## src/rtl/vga_sprite_engine.sv

```systemverilog
// rtl/vga_sprite_engine.sv - VGA timing with one animated, integer-scaled sprite over a solid background
// Optional feature macro: SPRITE_BOUNCE_EN (sprite moves STEP px/frame and bounces off the screen edges;
//   when undefined the sprite sits fixed at INIT_X/INIT_Y).
// Ports:
//   clk          pixel clock
//   rst_n        synchronous, active-low reset
//   rom_addr     registered sprite ROM address {anim, by, bx}; holds when the sprite is not hit
//   rom_data     ROM word {opaque, r[1:0], g[1:0], b[1:0]}, valid the cycle after rom_addr is sampled
//   vga_pmod     {hsync, b[0], g[0], r[0], vsync, b[1], g[1], r[1]}, 3 cycles behind the counters
//   frame_start  high in the cycle the counters sit at (0,0)
module vga_sprite_engine #(
  parameter int VGA_WIDTH     = 640,
  parameter int VGA_HEIGHT    = 480,
  parameter int H_FRONT_PORCH = 16,
  parameter int H_SYNC_PULSE  = 96,
  parameter int H_BACK_PORCH  = 48,
  parameter int V_FRONT_PORCH = 10,
  parameter int V_SYNC_PULSE  = 2,
  parameter int V_BACK_PORCH  = 33,
  parameter int SPRITE_W      = 34,
  parameter int SPRITE_H      = 22,
  parameter int SCALE_BITS    = 3,
  parameter int FRAMES        = 2,
  parameter int FRAME_HOLD    = 16,
  parameter int INIT_X        = 128,
  parameter int INIT_Y        = 128,
  parameter int STEP          = 2,
  parameter logic [5:0] BG_COLOR = 6'b000111,
  localparam int AXW = (SPRITE_W > 1) ? $clog2(SPRITE_W) : 1,
  localparam int AYW = (SPRITE_H > 1) ? $clog2(SPRITE_H) : 1,
  localparam int AAW = (FRAMES > 1) ? $clog2(FRAMES) : 1,
  localparam int AW  = AAW + AYW + AXW
) (
  input  logic          clk,
  input  logic          rst_n,
  output logic [AW-1:0] rom_addr,
  input  logic [6:0]    rom_data,
  output logic [7:0]    vga_pmod,
  output logic          frame_start
);

  localparam int HT  = VGA_WIDTH + H_FRONT_PORCH + H_SYNC_PULSE + H_BACK_PORCH;
  localparam int VT  = VGA_HEIGHT + V_FRONT_PORCH + V_SYNC_PULSE + V_BACK_PORCH;
  localparam int XW  = $clog2(HT);
  localparam int YW  = $clog2(VT);
  localparam int HDW = (FRAME_HOLD > 1) ? $clog2(FRAME_HOLD) : 1;

  logic [XW-1:0]  r_x;
  logic [YW-1:0]  r_y;
  logic [HDW-1:0] r_hold;
  logic [AAW-1:0] r_anim;
  logic [XW-1:0]  w_px;
  logic [YW-1:0]  w_py;
  logic           w_line_end;
  logic           w_frame_end;

  assign w_line_end  = (r_x == XW'(HT - 1));
  assign w_frame_end = w_line_end && (r_y == YW'(VT - 1));
  assign frame_start = rst_n && (r_x == '0) && (r_y == '0);

  always_ff @(posedge clk) begin
    if (!rst_n) begin
      r_x <= '0;
      r_y <= '0;
    end else if (w_line_end) begin
      r_x <= '0;
      r_y <= w_frame_end ? '0 : r_y + YW'(1);
    end else begin
      r_x <= r_x + XW'(1);
    end
  end

  always_ff @(posedge clk) begin
    if (!rst_n) begin
      r_hold <= '0;
      r_anim <= '0;
    end else if (w_frame_end) begin
      if (r_hold == HDW'(FRAME_HOLD - 1)) begin
        r_hold <= '0;
        r_anim <= (r_anim == AAW'(FRAMES - 1)) ? '0 : r_anim + AAW'(1);
      end else begin
        r_hold <= r_hold + HDW'(1);
      end
    end
  end

`ifdef SPRITE_BOUNCE_EN
  // One extra bit so px+STEP cannot wrap before the edge comparison.
  localparam int XW1 = XW + 1;
  localparam int YW1 = YW + 1;
  localparam logic [XW1-1:0] MAX_X  = XW1'(VGA_WIDTH - (SPRITE_W << SCALE_BITS));
  localparam logic [YW1-1:0] MAX_Y  = YW1'(VGA_HEIGHT - (SPRITE_H << SCALE_BITS));
  localparam logic [XW1-1:0] STEP_X = XW1'(STEP);
  localparam logic [YW1-1:0] STEP_Y = YW1'(STEP);

  logic [XW-1:0] r_px;
  logic [YW-1:0] r_py;
  logic          r_left;
  logic          r_up;

  always_ff @(posedge clk) begin
    if (!rst_n) begin
      r_px   <= XW'(INIT_X);
      r_py   <= YW'(INIT_Y);
      r_left <= 1'b0;
      r_up   <= 1'b0;
    end else if (w_frame_end) begin
      if (!r_left) begin
        if ({1'b0, r_px} + STEP_X >= MAX_X) begin
          r_px   <= MAX_X[XW-1:0];
          r_left <= 1'b1;
        end else begin
          r_px <= r_px + STEP_X[XW-1:0];
        end
      end else begin
        if ({1'b0, r_px} <= STEP_X) begin
          r_px   <= '0;
          r_left <= 1'b0;
        end else begin
          r_px <= r_px - STEP_X[XW-1:0];
        end
      end
      if (!r_up) begin
        if ({1'b0, r_py} + STEP_Y >= MAX_Y) begin
          r_py <= MAX_Y[YW-1:0];
          r_up <= 1'b1;
        end else begin
          r_py <= r_py + STEP_Y[YW-1:0];
        end
      end else begin
        if ({1'b0, r_py} <= STEP_Y) begin
          r_py <= '0;
          r_up <= 1'b0;
        end else begin
          r_py <= r_py - STEP_Y[YW-1:0];
        end
      end
    end
  end

  assign w_px = r_px;
  assign w_py = r_py;
`else
  assign w_px = XW'(INIT_X);
  assign w_py = YW'(INIT_Y);
`endif

  // Stage 1: hit test, ROM address, raw syncs and active flag for the current counters.
  logic [XW-1:0]  w_dx;
  logic [YW-1:0]  w_dy;
  logic [AXW-1:0] w_bx;
  logic [AYW-1:0] w_by;
  logic           w_hit;
  logic           w_active;
  logic           w_hs;
  logic           w_vs;

  assign w_dx     = r_x - w_px;
  assign w_dy     = r_y - w_py;
  assign w_bx     = AXW'(w_dx >> SCALE_BITS);
  assign w_by     = AYW'(w_dy >> SCALE_BITS);
  assign w_hit    = (int'(r_x) >= int'(w_px)) && (int'(w_dx) < (SPRITE_W << SCALE_BITS)) &&
                    (int'(r_y) >= int'(w_py)) && (int'(w_dy) < (SPRITE_H << SCALE_BITS));
  assign w_active = (int'(r_x) < VGA_WIDTH) && (int'(r_y) < VGA_HEIGHT);
  assign w_hs     = !((int'(r_x) >= VGA_WIDTH + H_FRONT_PORCH) &&
                      (int'(r_x) <  VGA_WIDTH + H_FRONT_PORCH + H_SYNC_PULSE));
  assign w_vs     = !((int'(r_y) >= VGA_HEIGHT + V_FRONT_PORCH) &&
                      (int'(r_y) <  VGA_HEIGHT + V_FRONT_PORCH + V_SYNC_PULSE));

  logic [AW-1:0] r_rom_addr;
  logic          r1_hit, r1_active, r1_hs, r1_vs;
  logic          r2_hit, r2_active, r2_hs, r2_vs;
  logic [7:0]    r_pmod;
  logic [5:0]    w_color;

  always_ff @(posedge clk) begin
    if (!rst_n) begin
      r_rom_addr <= '0;
      r1_hit     <= 1'b0;
      r1_active  <= 1'b0;
      r1_hs      <= 1'b1;
      r1_vs      <= 1'b1;
      r2_hit     <= 1'b0;
      r2_active  <= 1'b0;
      r2_hs      <= 1'b1;
      r2_vs      <= 1'b1;
      r_pmod     <= 8'h88;
    end else begin
      if (w_hit) begin
        r_rom_addr <= {r_anim, w_by, w_bx};
      end
      r1_hit    <= w_hit;
      r1_active <= w_active;
      r1_hs     <= w_hs;
      r1_vs     <= w_vs;
      // Stage 2 waits out the ROM read so flags line up with rom_data.
      r2_hit    <= r1_hit;
      r2_active <= r1_active;
      r2_hs     <= r1_hs;
      r2_vs     <= r1_vs;
      r_pmod    <= {r2_hs, w_color[0], w_color[2], w_color[4],
                    r2_vs, w_color[1], w_color[3], w_color[5]};
    end
  end

  assign w_color  = !r2_active ? 6'd0 : (r2_hit && rom_data[6]) ? rom_data[5:0] : BG_COLOR;
  assign rom_addr = r_rom_addr;
  assign vga_pmod = r_pmod;

endmodule

```

## config.mk

```make
export PLATFORM = sky130hd
export DESIGN_NAME = vga_sprite_engine
export DESIGN_NICKNAME = d
export VERILOG_FILES = /design/src/rtl/vga_sprite_engine.sv
export SDC_FILE = /design/constraint.sdc
export NUM_CORES = 1
export LEC_CHECK = 0
export ABC_AREA = 0
export BUFFER_PORTS_ARGS = -buffer_cell sky130_fd_sc_hd__buf_2
export CAP_MARGIN = 30
export CORE_ASPECT_RATIO = 1.2
export CORE_MARGIN = 5
export CORE_UTILIZATION = 57
export CTS_BUF_LIST = sky130_fd_sc_hd__clkbuf_8 sky130_fd_sc_hd__clkbuf_16
export DETAILED_ROUTE_END_ITERATION = 6
export GPL_TIMING_DRIVEN = 0
export MAX_ROUTING_LAYER = met4
export PLACE_DENSITY = 0.81
export SYNTH_ARGS = -nofsm -noshare
export SYNTH_HDL_FRONTEND = slang
export SYNTH_SLANG_ARGS = --single-unit
```

## constraint.sdc

```tcl
create_clock -name clk -period 2.4 [get_ports clk]
set_clock_uncertainty 0.1 [all_clocks]
set_input_delay 0.24 -clock clk [delete_from_list [all_inputs] [get_ports clk]]
set_output_delay 0.24 -clock clk [all_outputs]
set_load 0.01 [all_outputs]
```

* After elaboration in Yosys (flattened, before gate mapping)
Index checks and enable logic that the tools add are counted.
** Word-level totals
- Register bits :: 53
- Bits in latches :: 0
- Memory bits (writable) :: 0
- Bits in read-only memories :: 0
- Bits of input ports :: 9
- Output and inout bits :: 21
- Word-level logic and storage cells :: 58
- Memories :: 0
** Operators by class
- Add/sub/neg operators :: 6
- $mul :: 0
- Div/mod/pow operators :: 0
- Magnitude comparators :: 10
- Equal/unequal tests :: 3
- Shifts and indexed selects :: 0
- Mux-type cells :: 4
- Bitwise logic cells :: 1
- Reduce and logical (&&, ||, !) cells :: 18
** Operator list (number)
- 10-bit by 9-bit less-than comparator with 1-bit output (second input constant) :: 3
- 10-bit by 1-bit adder with 10-bit output (second input constant) :: 2
- 10-bit equality test (second input constant) :: 2
- 10-bit by 8-bit greater-or-equal comparator with 1-bit output (second input constant) :: 2
- 10-bit zero test :: 2
- 10-bit less-than comparator (second input constant) :: 2
- 10-bit by 8-bit subtractor with 10-bit output (second input constant) :: 2
- 10-bit greater-or-equal comparator (second input constant) :: 1
- 10-bit by 9-bit greater-or-equal comparator with 1-bit output (second input constant) :: 1
- 1-bit logical AND :: 10
- 10-bit by 8-bit less-than comparator with 1-bit output (second input constant) :: 1
- 10-bit two-way mux :: 1
- 4-bit by 1-bit adder with 4-bit output (second input constant) :: 1
- 4-bit equality test (second input constant) :: 1
- 4-bit two-way mux :: 1
- 2-bit AND reduction :: 2
- 3-bit two-way mux :: 1
- 3-bit AND reduction :: 1
- 1-bit zero test :: 2
- 2-bit OR reduction :: 1
- 1-bit adder (second input constant) :: 1
- 1-bit two-way mux :: 1
- 1-bit inverter :: 1

* Logic depth before layout (Yosys ltp)
Gate-level depths: netlist (run 1).
- Depth in word-level cells :: 5
- Mapped depth :: 9
- Depth with buffers taken out :: 7

* Least setup slack after synthesis (run 1)
OpenSTA, ideal clock, no wires.
- Path type :: register -> register
- Start :: register r_x[7]
- End :: register r_rom_addr[8] (netlist: rom_addr[8])
- Setup time :: 0.072 ns
- Arrival :: 1.907 ns
- Required time :: 2.228 ns
- Slack :: 0.321 ns
- Stages on the path, launching flop included :: 10
- Buffers on the path :: 2
- Clock period less this slack :: 2.079 ns
- Path through :: dfxtp_1 -> clkbuf_1 -> inv_1 -> ha_1 -> xnor2_1 -> o2111ai_1 -> a21oi_1 -> o21a_1 -> buf_4 -> mux2i_1
** Between the ends
- Cells in the longest elaborated chain, start to end :: 5
** Ends and longest elaborated chain
- from (decl) :: RTL line 48 : logic [XW-1:0] r_x;
- from (signal assigned) :: RTL line 69 : r_x <= r_x + XW'(1);
- 10-bit by 8-bit subtractor with 10-bit output :: RTL line 158 : assign w_dx = r_x - w_px;
- named net w_dx[7] :: RTL line 149 : logic [XW-1:0] w_dx;
- 10-bit by 9-bit less-than comparator with 1-bit output :: RTL line 162 : assign w_hit = (int'(r_x) >= int'(w_px)) && (int'(w_dx) < (SPRITE_W << SCALE_BITS)) &&
- 1-bit logical AND (2 in series) :: RTL line 162
- 1-bit logical AND :: RTL line 163 : (int'(r_y) >= int'(w_py)) && (int'(w_dy) < (SPRITE_H << SCALE_BITS));
- to (signal assigned) :: RTL line 190 : r_rom_addr <= {r_anim, w_by, w_bx};
- to (decl) :: RTL line 170 : logic [AW-1:0] r_rom_addr;
The timed path passes the listed nets, and every way through them passes these cells.
A chain may end at the register's enable or synchronous reset.

* Final worst setup path (run 1)
- Start :: register r_y[7]
- End :: output frame_start
** Between the ends
- Cells in the longest elaborated chain, start to end :: 2
** Ends and longest elaborated chain
- from (decl) :: RTL line 49 : logic [YW-1:0] r_y;
- from (signal assigned) :: RTL line 67 : r_y <= w_frame_end ? '0 : r_y + YW'(1);
- 10-bit zero test :: RTL line 59 : assign frame_start = rst_n && (r_x == '0) && (r_y == '0);
- 1-bit logical AND :: RTL line 59
- to (decl) :: RTL line 39 : output logic frame_start
Every way passes these cells.

==> results of run 1 <==
==> critical path: cells and delay by family (launching register included) <==
family,cells,cell delay (ns)
buffers and inverters,2,0.38
AND/OR/NAND/NOR,2,0.91
flip-flops,1,0.35
==> layout by cell type, fill, tap and decap left out, drive strengths merged, types with 7 or more instances in the layout <==
master / n
and2: 13
clkbuf: 12
mux2i: 11
nand2: 44
xnor2: 14
nor3: 7
nand3: 13
ha: 11
inv: 10
buf: 34
nor2: 29
nand4: 7
dfxtp: 53
==> cells by family after synthesis <==
| group | after synthesis |
|---|---|
| flip-flops | 53 |
| XOR/XNOR | 20 |
| multiplexers | 11 |
| AO/OA/AOI/OAI | 15 |
| buffers and inverters | 23 |
| AND/OR/NAND/NOR | 134 |
| adder cells (fa/ha/maj) | 11 |
==> power by group <==
group          switching (mW)  leakage [nW]  total (mW)  internal, mW
sequential            0.00612         0.429       0.893         0.887
combinational          0.0313         0.581      0.0501        0.0188
clock                   0.282        0.0595       0.591         0.309
total                   0.320          1.07        1.53          1.21
==> stage by stage <==
step,instances,worst slack (ns),TNS [ns],util [%]
detailed placement,349,-0.0209,-0.0910,64.6
finish,356,0.137,0,67.6
floorplan,267,0.321,0,-
global route,356,0.00962,0,67.6
CTS,356,0.0960,0,67.5
global placement,349,-0.00779,-0.0233,64.6
==> state kept, by name (all words and copies together), names as in the netlist <==
register   cells
rom_addr      12
r_x           10
r_y           10
vga_pmod       8
r_hold         4
r1_active      1
r1_hit         1
r1_hs          1
r1_vs          1
r2_active      1
r2_hit         1
r2_hs          1
r2_vs          1
r_anim         1
==> layout make-up <==
class	instances	area share, %
timing repair buffer	28	5.18
sequential	53	39.2
tap	54	2.50
buffer	13	2.59
clock inverter	3	1.57
clock buffer	5	2.54
multi-input combinational	191	45.1
inverter	9	1.25
==> worst min path at each step <==
stage / start / endpoint / slack [ns]
floorplan: rom_data[1] / vga_pmod[2] / 0.26
global placement: r2_hs / vga_pmod[7] / 0.29
detailed placement: r1_hs / r2_hs / 0.31
CTS: rom_data[5] / vga_pmod[0] / 0.04
global route: rom_data[5] / vga_pmod[0] / 0.04
finish: rom_data[5] / vga_pmod[0] / 0.05
==> repair_timing <==
action | 4_1_cts | 5_1_grt
endpoints found under the hold margin | 0 | 0
setup endpoints to repair | 10 | 8
hold buffers | 0 | 0
gates resized for setup | 2 | 2
==> routing by layer <==
layer / vias up / track usage [%]
met1: 880 / 23.1
li1: 943 / -
met5: - / -
met3: 11 / 3.73
met2: 54 / 30.6
met4: 0 / 7.60
==> impl_metrics.yaml, run 1 <==
layout:
  final-seq-area_sq_um: 1060
  drive_above_1_share_pct: 16.9
  finalNetCount: 321
  layout.filler_cells: 347
  area_delta_synth_final_pct: 13.9
  diodes: 0
  multi_input_gate_area_sq_um: 1220
  fin_area_sq_um: 2710
min_path:
  tightest_hold_check_type: "primary input to flip-flop"
  min_delay_path_depth: 2
clock_tree:
  setup_fix_bufs_post_cts: 0
  worst_skew_pair.late_latency_ns: 0.30
  cts.sink_count: 53
  path_clk_slew_ns: 0.09
  clock_tree.buffer_depth: 2
  cts_htree_levels: 2
  cts_tree: "built"
  clk_root_buffer_cell: "sky130_fd_sc_hd__clkbuf_8"
  cts_inserted_buffers: 5
worst_setup_path:
  worstSetupEndpointType: "primary output"
  reg2reg_end: "r_y[4]"
  critical_path.endpoint: "frame_start"
  path_cells: "buf_2 > or4_4 > nor4_1 > buf_2"
  setup.worst_path.start: "r_y[7]"
  cpMaxStageDelayCell: "sky130_fd_sc_hd__or4_4"
  timing.reg2reg.setup_slack_ns: 0.19
  worst_path_max_stage_delay_ns: 0.57
  critPathLaunchType: "flip-flop"
  r2r_start: "r_x[0]"
  critPathMostFrequentCell: "sky130_fd_sc_hd__buf_2"
  cp.arrival_ns: 1.92
  number_of_cells_on_the_worst_reg_to_reg_path: 6
  timing.critical_path.fanout_max: 8
  criticalPathCategory: "flip-flop to primary output"
  timing.critical_path.required_ns: 2.06
routing:
  wirelength_mm: 4.68
  routed-wl-met3_um: 296
  vias: 1888
  drc: 0
  routed_wire_length_on_met2_mm: 2.22
  drt-wirelength-per-cell_um: 13.2
  number_of_optimization_iterations_in_the_first_detailed_route_pass: 4
  dr.max_layer_used: "met4"
  dr.first_iter.drc_count: 122
  routed_via_density: 5.30
  final_antenna_net_count: 0
  detail_route.wirelength.met1_mm: 2.07
floorplan:
  starting_density_of_the_core_pct: 59.4
  std_cell_rows: 25
  fp.dieW_um: 69.0
  placeableCoreArea_sq_um: 4000
  die_h_um: 80.7
  die_area_sq_um: 5570
  ios: 30
global_routing:
  vias_in_the_first_global_route: 1775
  grt_start_max_net_pins: 17
  grt-ovfl-total: 0
  antenna_violations_before_repair: 0
  global_route_wire_length_before_repair_mm: 7.93
  globalRouteTotalUtil_pct: 19.0
synth:
  synth_edf_count: 0
  synth.net_count: 287
  synth-seq-cells: 53
  synth_top_area_cell: "sky130_fd_sc_hd__dfxtp_1"
  synth_ff_type: "sky130_fd_sc_hd__dfxtp_1"
  synth.top_cells.by_count: "53 x sky130_fd_sc_hd__dfxtp_1, 44 x sky130_fd_sc_hd__nand2_1, 29 x sky130_fd_sc_hd__nor2_1, 14 x sky130_fd_sc_hd__xnor2_1"
  xor_xnor_portion_of_the_synthesized_cell_area_pct: 7.37
  synth_top_cells_by_area: "sky130_fd_sc_hd__dfxtp_1 45%, sky130_fd_sc_hd__nand2_1 6.9%, sky130_fd_sc_hd__ha_1 5.8%"
  synthesis.yosys.warnings: 0
  netlist-cell-type-count: 41
  synth_area_in_compound_gates_pct: 4.47
  synth_sequential_area_ratio_pct: 44.6
  syn_area_per_cell_sq_um: 8.90
  synth-async-reset-ratio_pct: 0
  yosys.area_share.simple_pct: 28.6
  netlist.area_leader.share_pct: 44.6
  synthesis.instances: 267
  yosys.area_share.adder_pct: 5.79
  synthesis.area_sq_um: 2380
  synth.mux.area_fraction_pct: 4.63
  main_combinational_cell_family_by_area_after_synthesis: "simple AND/OR/NAND/NOR gates"
  post-synth-top-count-cell: "sky130_fd_sc_hd__dfxtp_1"
placement:
  buffer_ports.inserted: 28
  finalWeightedCongestion: 0.857
  dp_hpwl_mm: 3.37
  place_area_sq_um: 2580
timing:
  slew_margin_rel_pct: 63.6
  hold_violations: 0
  final_max_slew_viol_count: 0
  clock.fmax_mhz: 442
  min_period_over_period_pct: 94.3
  worstMarginPinSlew_ns: 0.546
  setup_viol: 0
  final_critical_path_required_period_ns: 2.26
  hold-worst-slack_ns: 0.0467
  rsz0062_at_grt: "false"
power_and_ir_drop:
  power-per-cell-area_nw_per_um2: 567
  leakagePower_nw: 1.07
  max-vdd-ir-drop_mv: 0.314
  finalPower_mw: 1.53
run:
  maxCapViolCount: 0
outcome:
  run_status: "complete, no violations"
No activity file was read; power rests on OpenSTA's default activity.
==> inputs of run 2 (changes only) <==
Settings changed: ABC_AREA 0 to 1, CORE_UTILIZATION 57 to 58.
==> run 2 against run 1 <==
Net effect: global-route usage grew 1.2 points; register-to-register slack gained 0.22 ns; first-iteration DRC count grew 25%; combinational power grew 18%; synthesized cell count grew 30%; clock-buffer cell count is the same; fmax grew 6.6%; wire length grew 16%; cell area grew 8.0%; largest power group unchanged; highest routed layer unchanged.
==> impl_metrics.yaml, run 2 <==
power_and_ir_drop:
  cell_internal_pwr_mw: 1.12
  power.share.combinational_pct: 4.1
  max-vdd-ir-drop_mv: 0.477
  finalPower_mw: 1.46
  netSwitchingFraction_pct: 23.6
  netSwitchingPower_uw: 345
  sequentialPowerShare_pct: 61.0
  clock_power_share_pct: 34.9
  power-per-cell-area_nw_per_um2: 500
  leakagePower_nw: 1.24
timing:
  clock.fmax_mhz: 471
  final_critical_path_required_period_ns: 2.12
  min_period_over_period_pct: 88.5
  final.setup.worst_slack_ns: 0.277
  setup_viol: 0
  rsz0062_at_grt: "false"
  worstMarginPinSlew_ns: 0.487
  timing.setup.tns_ns: 0
  final_max_slew_viol_count: 0
  hold_violations: 0
  slew_margin_rel_pct: 67.5
  hold-worst-slack_ns: 0.0287
synth:
  synthesis.instances: 347
  synth_ff_type: "sky130_fd_sc_hd__dfxtp_1"
  synth.top_cells.by_count: "61 x sky130_fd_sc_hd__nand2_1, 53 x sky130_fd_sc_hd__dfxtp_1, 49 x sky130_fd_sc_hd__nor2_1, 38 x sky130_fd_sc_hd__inv_1, 31 x sky130_fd_sc_hd__nand3_1"
  synthesis.area_sq_um: 2620
  netlist.area_leader.share_pct: 40.4
  synth_top_cells_by_area: "sky130_fd_sc_hd__dfxtp_1 40%, sky130_fd_sc_hd__nand2_1 8.7%, sky130_fd_sc_hd__nor2_1 7.0%"
  synth-seq-cells: 53
  post-synth-top-count-cell: "sky130_fd_sc_hd__nand2_1"
  synth-async-reset-ratio_pct: 0
  synthesis.yosys.warnings: 0
  synth.net_count: 367
  synth_sequential_area_ratio_pct: 40.4
  synth_edf_count: 0
  syn_area_per_cell_sq_um: 7.56
  synth_top_area_cell: "sky130_fd_sc_hd__dfxtp_1"
  netlist-cell-type-count: 35
worst_setup_path:
  path_cells: "inv_1 > ha_1 > nand2_1 > nor2_1 > nand3_1 > nor4_1 > buf_2"
  timing.critical_path.required_ns: 2.06
  cpMaxStageDelayCell: "sky130_fd_sc_hd__dfxtp_1"
  cp.arrival_ns: 1.78
  timing.critical_path.fanout_max: 5
  timing.reg2reg.setup_slack_ns: 0.41
  worstSetupEndpointType: "primary output"
  worst_path_max_stage_delay_ns: 0.35
  criticalPathCategory: "flip-flop to primary output"
  critPathLaunchType: "flip-flop"
clock_tree:
  cts_resized: 0
  cts_tree: "built"
  path_clk_slew_ns: 0.10
  cts_inserted_buffers: 5
  cts.sink_count: 53
  clk_root_buffer_cell: "sky130_fd_sc_hd__clkbuf_8"
  setup_fix_bufs_post_cts: 0
  cts_htree_levels: 2
  clock_tree.buffer_depth: 2
  post_cts_hold_buffer_count: 0
  worst_skew_pair.late_latency_ns: 0.31
floorplan:
  placeableCoreArea_sq_um: 4330
  ios: 30
  die_h_um: 83.7
  starting_density_of_the_core_pct: 60.6
  die_area_sq_um: 5970
  std_cell_rows: 26
  fp.dieW_um: 71.4
routing:
  dr.first_iter.drc_count: 152
  final_antenna_net_count: 0
  drt-wirelength-per-cell_um: 12.4
  wirelength_mm: 5.42
  vias: 2267
  number_of_optimization_iterations_in_the_first_detailed_route_pass: 4
  drc: 0
  routed_via_density: 5.16
placement:
  buffer_ports.inserted: 28
  dp_hpwl_mm: 4.23
  finalWeightedCongestion: 0.940
  place.detailed.instances: 431
  detailedPlace.worstSlack_ns: 0.417
global_routing:
  grt_start_max_net_pins: 18
  globalRouteTotalUtil_pct: 20.2
  vias_in_the_first_global_route: 2200
  grt-ovfl-total: 0
  antenna_violations_before_repair: 0
  global_route_wire_length_before_repair_mm: 9.69
layout:
  final_common_cell: "sky130_fd_sc_hd__nand2_1"
  layout.filler_cells: 380
  finalNetCount: 402
  diodes: 0
  multi_input_gate_area_sq_um: 1340
  layout.cells.non_filler: 439
  drive_above_1_share_pct: 19.6
  layout_common_cells: "61 x sky130_fd_sc_hd__nand2_1, 53 x sky130_fd_sc_hd__dfxtp_1, 49 x sky130_fd_sc_hd__nor2_1, 38 x sky130_fd_sc_hd__inv_1, 31 x sky130_fd_sc_hd__nand3_1"
  largest_reg_flops: 12
  final-seq-area_sq_um: 1060
  area_delta_synth_final_pct: 11.4
outcome:
  run_status: "complete, no violations"
run:
  maxCapViolCount: 0
min_path:
  tightest_hold_check_type: "primary input to flip-flop"
## run 2: cell count changes after synthesis, sizes merged, moves of 5 or more
cell and change:
nand2b -5, xnor2 -13, nand2 +22, nor2 +28
and2 -13, nand3 +22, a21oi +28, xor2 +5
inv +35, mux2i -11
## run 2: power by group through the flow
stage	Sequential [mW]	Clock, mW	Combinational [mW]
finish	0.892	0.511	0.0592
global route	0.893	0.568	0.0672
CTS	0.892	0.517	0.0598
detailed placement	0.912	0	0.0596
global placement	0.912	0	0.0578
floorplan	0.913	0	0.0371
## run 2: path summary, 6_finish.rpt
path,startpoint,endpoint,depth (start not counted)
setup / recovery,r_y[0],frame_start,7
hold / removal,rom_data[1],vga_pmod[2],3
setup reg to reg,r_y[7],rom_addr[4],9
hold reg to reg,r1_vs,r2_vs,1
## run 2: layout make-up
cell class	count	area share, %
Clock inverter	3	0.727
Timing Repair Buffer	28	4.79
Multi-Input combinational cell	241	45.7
Clock buffer	5	2.35
Buffer	8	2.01
Inverter	45	5.78
Sequential cell	53	36.3
Tap cell	56	2.40
## run 2: logic make-up after synthesis
kind of cell / count (synthesis) / synth area share (%)
and+or+nand+nor: 177 / 32.4
adders and majority gates: 11 / 5.25
xor gates and xnor gates: 12 / 4.01
buffers and inverters: 53 / 8.68
AOI/OAI and AO/OA: 41 / 9.20
DFF: 53 / 40.4
## run 2: worst max-delay path, delay by kind of cell (launching register included)
kind                     cells  cell delay [ns]
adder cells (fa/ha/maj)      1             0.21
flip-flops                   1             0.35
AND/OR/NAND/NOR              4             0.58
buffers and inverters        2             0.33
## run 2: per-layer routing
metal	up-vias	track usage, %	part of all wire (%)	wire (um)
li1	1172	-	-	-
met1	1028	24.0	43	2320
met2	56	33.1	50	2700
met3	11	4.10	5.2	281
met4	0	7.86	2.3	123
met5	-	-	0	0
## run 2: metrics by stage
stage / util, % / cell area (sq um)
final: 67.6 / 2920
after floorplan: - / 2620
after detailed placement: 65.5 / 2830
after global routing: 67.6 / 2920
after CTS: 67.6 / 2920
after global placement: 65.5 / 2830
==> inputs of run 3 (changes only) <==
--- a/config.mk
+++ b/config.mk
@@ -17,3 +17,3 @@
 export MAX_ROUTING_LAYER = met4
-export PLACE_DENSITY = 0.81
+export PLACE_DENSITY = 0.86
 export SYNTH_ARGS = -nofsm -noshare
--- a/constraint.sdc
+++ b/constraint.sdc
@@ -4,2 +4,2 @@
 set_output_delay 0.24 -clock clk [all_outputs]
-set_load 0.01 [all_outputs]
+set_load 0.02 [all_outputs]
==> run 3 against run 2 <==
Net effect: setup slack better by 0.0025 ns; critical endpoint unchanged; highest routed layer unchanged; cell area up 0.77%; sequential cell count unchanged; critical path type unchanged; sequential power about the same; sequential share of layout area down 0.28 points; power up 7.0%.
==> impl_metrics.yaml, run 3 (synthesis results as in run 2) <==
floorplan:
  std_cell_rows: 26
  die_h_um: 83.7
  placeableCoreArea_sq_um: 4330
  ios: 30
  die_area_sq_um: 5970
  starting_density_of_the_core_pct: 60.6
  fp.dieW_um: 71.4
power_and_ir_drop:
  power.share.combinational_pct: 4.0
  sequentialPowerShare_pct: 57.0
  power-per-cell-area_nw_per_um2: 531
  clock_power_share_pct: 39.0
  leakagePower_nw: 1.26
  netSwitchingFraction_pct: 21.9
  netSwitchingPower_uw: 342
  max-vdd-ir-drop_mv: 0.405
  cell_internal_pwr_mw: 1.22
placement:
  dp_hpwl_mm: 4.18
  place.detailed.instances: 431
  buffer_ports.inserted: 28
  finalWeightedCongestion: 0.963
timing:
  setup_viol: 0
  worstMarginPinSlew_ns: 0.512
  rsz0062_at_grt: "false"
  clock.fmax_mhz: 472
  hold_violations: 0
  final_critical_path_required_period_ns: 2.12
  slew_margin_rel_pct: 65.9
  min_period_over_period_pct: 88.4
  timing.setup.tns_ns: 0
  final_max_slew_viol_count: 0
layout:
  postLayoutCoreUtil_pct: 68.1
  final_common_cell: "sky130_fd_sc_hd__nand2_1"
  largest_reg_flops: 12
  diodes: 0
  layout.cells.non_filler: 439
  drive_above_1_share_pct: 19.6
  area_delta_synth_final_pct: 12.3
  finalNetCount: 402
  layout_common_cells: "61 x sky130_fd_sc_hd__nand2_1, 53 x sky130_fd_sc_hd__dfxtp_1, 49 x sky130_fd_sc_hd__nor2_1, 38 x sky130_fd_sc_hd__inv_1, 31 x sky130_fd_sc_hd__nand3_1"
  layout.filler_cells: 343
worst_setup_path:
  criticalPathCategory: "flip-flop to primary output"
  path_cells: "inv_1 > ha_1 > nand2_1 > nor2_1 > nand3_1 > nor4_1 > buf_2"
  cpMaxStageDelayCell: "sky130_fd_sc_hd__dfxtp_1"
  r2r_start: "r_x[7]"
  critical_path.endpoint: "frame_start"
  cp.arrival_ns: 1.78
  crit_buf_inv: 2
  cp_top_family: "simple AND/OR/NAND/NOR gates"
  reg2reg_end: "rom_addr[4]"
  worstSetupEndpointType: "primary output"
  path_depth: 7
  timing.critical_path.fanout_max: 5
  timing.reg2reg.setup_slack_ns: 0.38
  number_of_cells_on_the_worst_reg_to_reg_path: 11
  timing.critical_path.required_ns: 2.06
  critPathLaunchType: "flip-flop"
  setup.worst_path.start: "r_y[0]"
  worst_path_max_stage_delay_ns: 0.34
global_routing:
  grt_start_max_net_pins: 18
  vias_in_the_first_global_route: 2219
  global_route_wire_length_before_repair_mm: 9.40
  grt-ovfl-total: 0
  antenna_violations_before_repair: 0
  globalRouteTotalUtil_pct: 19.7
clock_tree:
  cts_resized: 0
  post_cts_hold_buffer_count: 0
  cts_inserted_buffers: 5
  setup_fix_bufs_post_cts: 0
  clk_root_buffer_cell: "sky130_fd_sc_hd__clkbuf_8"
  path_clk_slew_ns: 0.10
  worst_skew_pair.late_latency_ns: 0.31
  clock_tree.buffer_depth: 2
  cts_htree_levels: 2
  cts.sink_count: 53
  cts_tree: "built"
routing:
  routed_via_density: 5.28
  vias: 2316
  final_antenna_net_count: 0
  drt-wirelength-per-cell_um: 12.2
  number_of_optimization_iterations_in_the_first_detailed_route_pass: 5
  drc: 0
  wirelength_mm: 5.37
  dr.first_iter.drc_count: 162
run:
  maxCapViolCount: 0
outcome:
  run_status: "complete, no violations"
min_path:
  tightest_hold_check_type: "primary input to flip-flop"
run 3: cell types whose count changed in the layout (fill, tap and decap cells not counted):
cell,change
sky130_fd_sc_hd__clkinvlp_4,-1
sky130_fd_sc_hd__bufinv_16,+1
run 3: cell type report:
class	count	area, sq um	share of cell area (%)
Multi-Input combinational cell	241	1340	45.3
Sequential cell	53	1060	36.0
Inverter	45	169	5.73
Timing Repair Buffer	28	140	4.76
Tap cell	56	70.1	2.38
Clock buffer	5	68.8	2.34
Buffer	8	58.8	2.00
Clock inverter	3	43.8	1.49
run 3: worst min-delay path by stage:
| stage | from | endpoint | slack (ns) | cells past startpoint |
|---|---|---|---|---|
| floorplan | rom_data[5] | vga_pmod[0] | 0.25 | 2 |
| global placement | r1_vs | r2_vs | 0.29 | 1 |
| detailed placement | r1_active | r2_active | 0.30 | 2 |
| CTS | rom_data[4] | vga_pmod[4] | 0.03 | 3 |
| global route | rom_data[4] | vga_pmod[4] | 0.04 | 3 |
| finish | rom_data[4] | vga_pmod[4] | 0.03 | 3 |
run 3: power groups by stage:
| stage | combinational (mW) | clock [mW] | sequential (mW) |
|---|---|---|---|
| CTS | 0.0628 | 0.619 | 0.892 |
| global route | 0.0702 | 0.658 | 0.894 |
| finish | 0.0622 | 0.610 | 0.892 |
| detailed placement | 0.0628 | 0 | 0.913 |
| floorplan | 0.0385 | 0 | 0.914 |
| global placement | 0.0600 | 0 | 0.912 |
run 3: worst min-delay path: stages:
cell	delay, ns
sky130_fd_sc_hd__buf_2	0.09
sky130_fd_sc_hd__inv_1	0.04
sky130_fd_sc_hd__nor2_1	0.04
run 3: per-stage QoR:
step                setup WS, ns  power (mW)  cell area, sq um  hold slack [ns]
finish                     0.279        1.56              2950           0.0298
global route               0.118        1.62              2950           0.0366
CTS                        0.258        1.57              2950           0.0282
detailed placement         0.407       0.976              2830            0.297
global placement           0.470       0.972              2830            0.294
floorplan                  0.527       0.953              2620            0.252
run 3: metal layers:
layer	GRT usage, %	wire [um]
met2	33.5	2720
met1	22.0	2140
met4	8.38	121
met3	3.98	380
met5	-	0
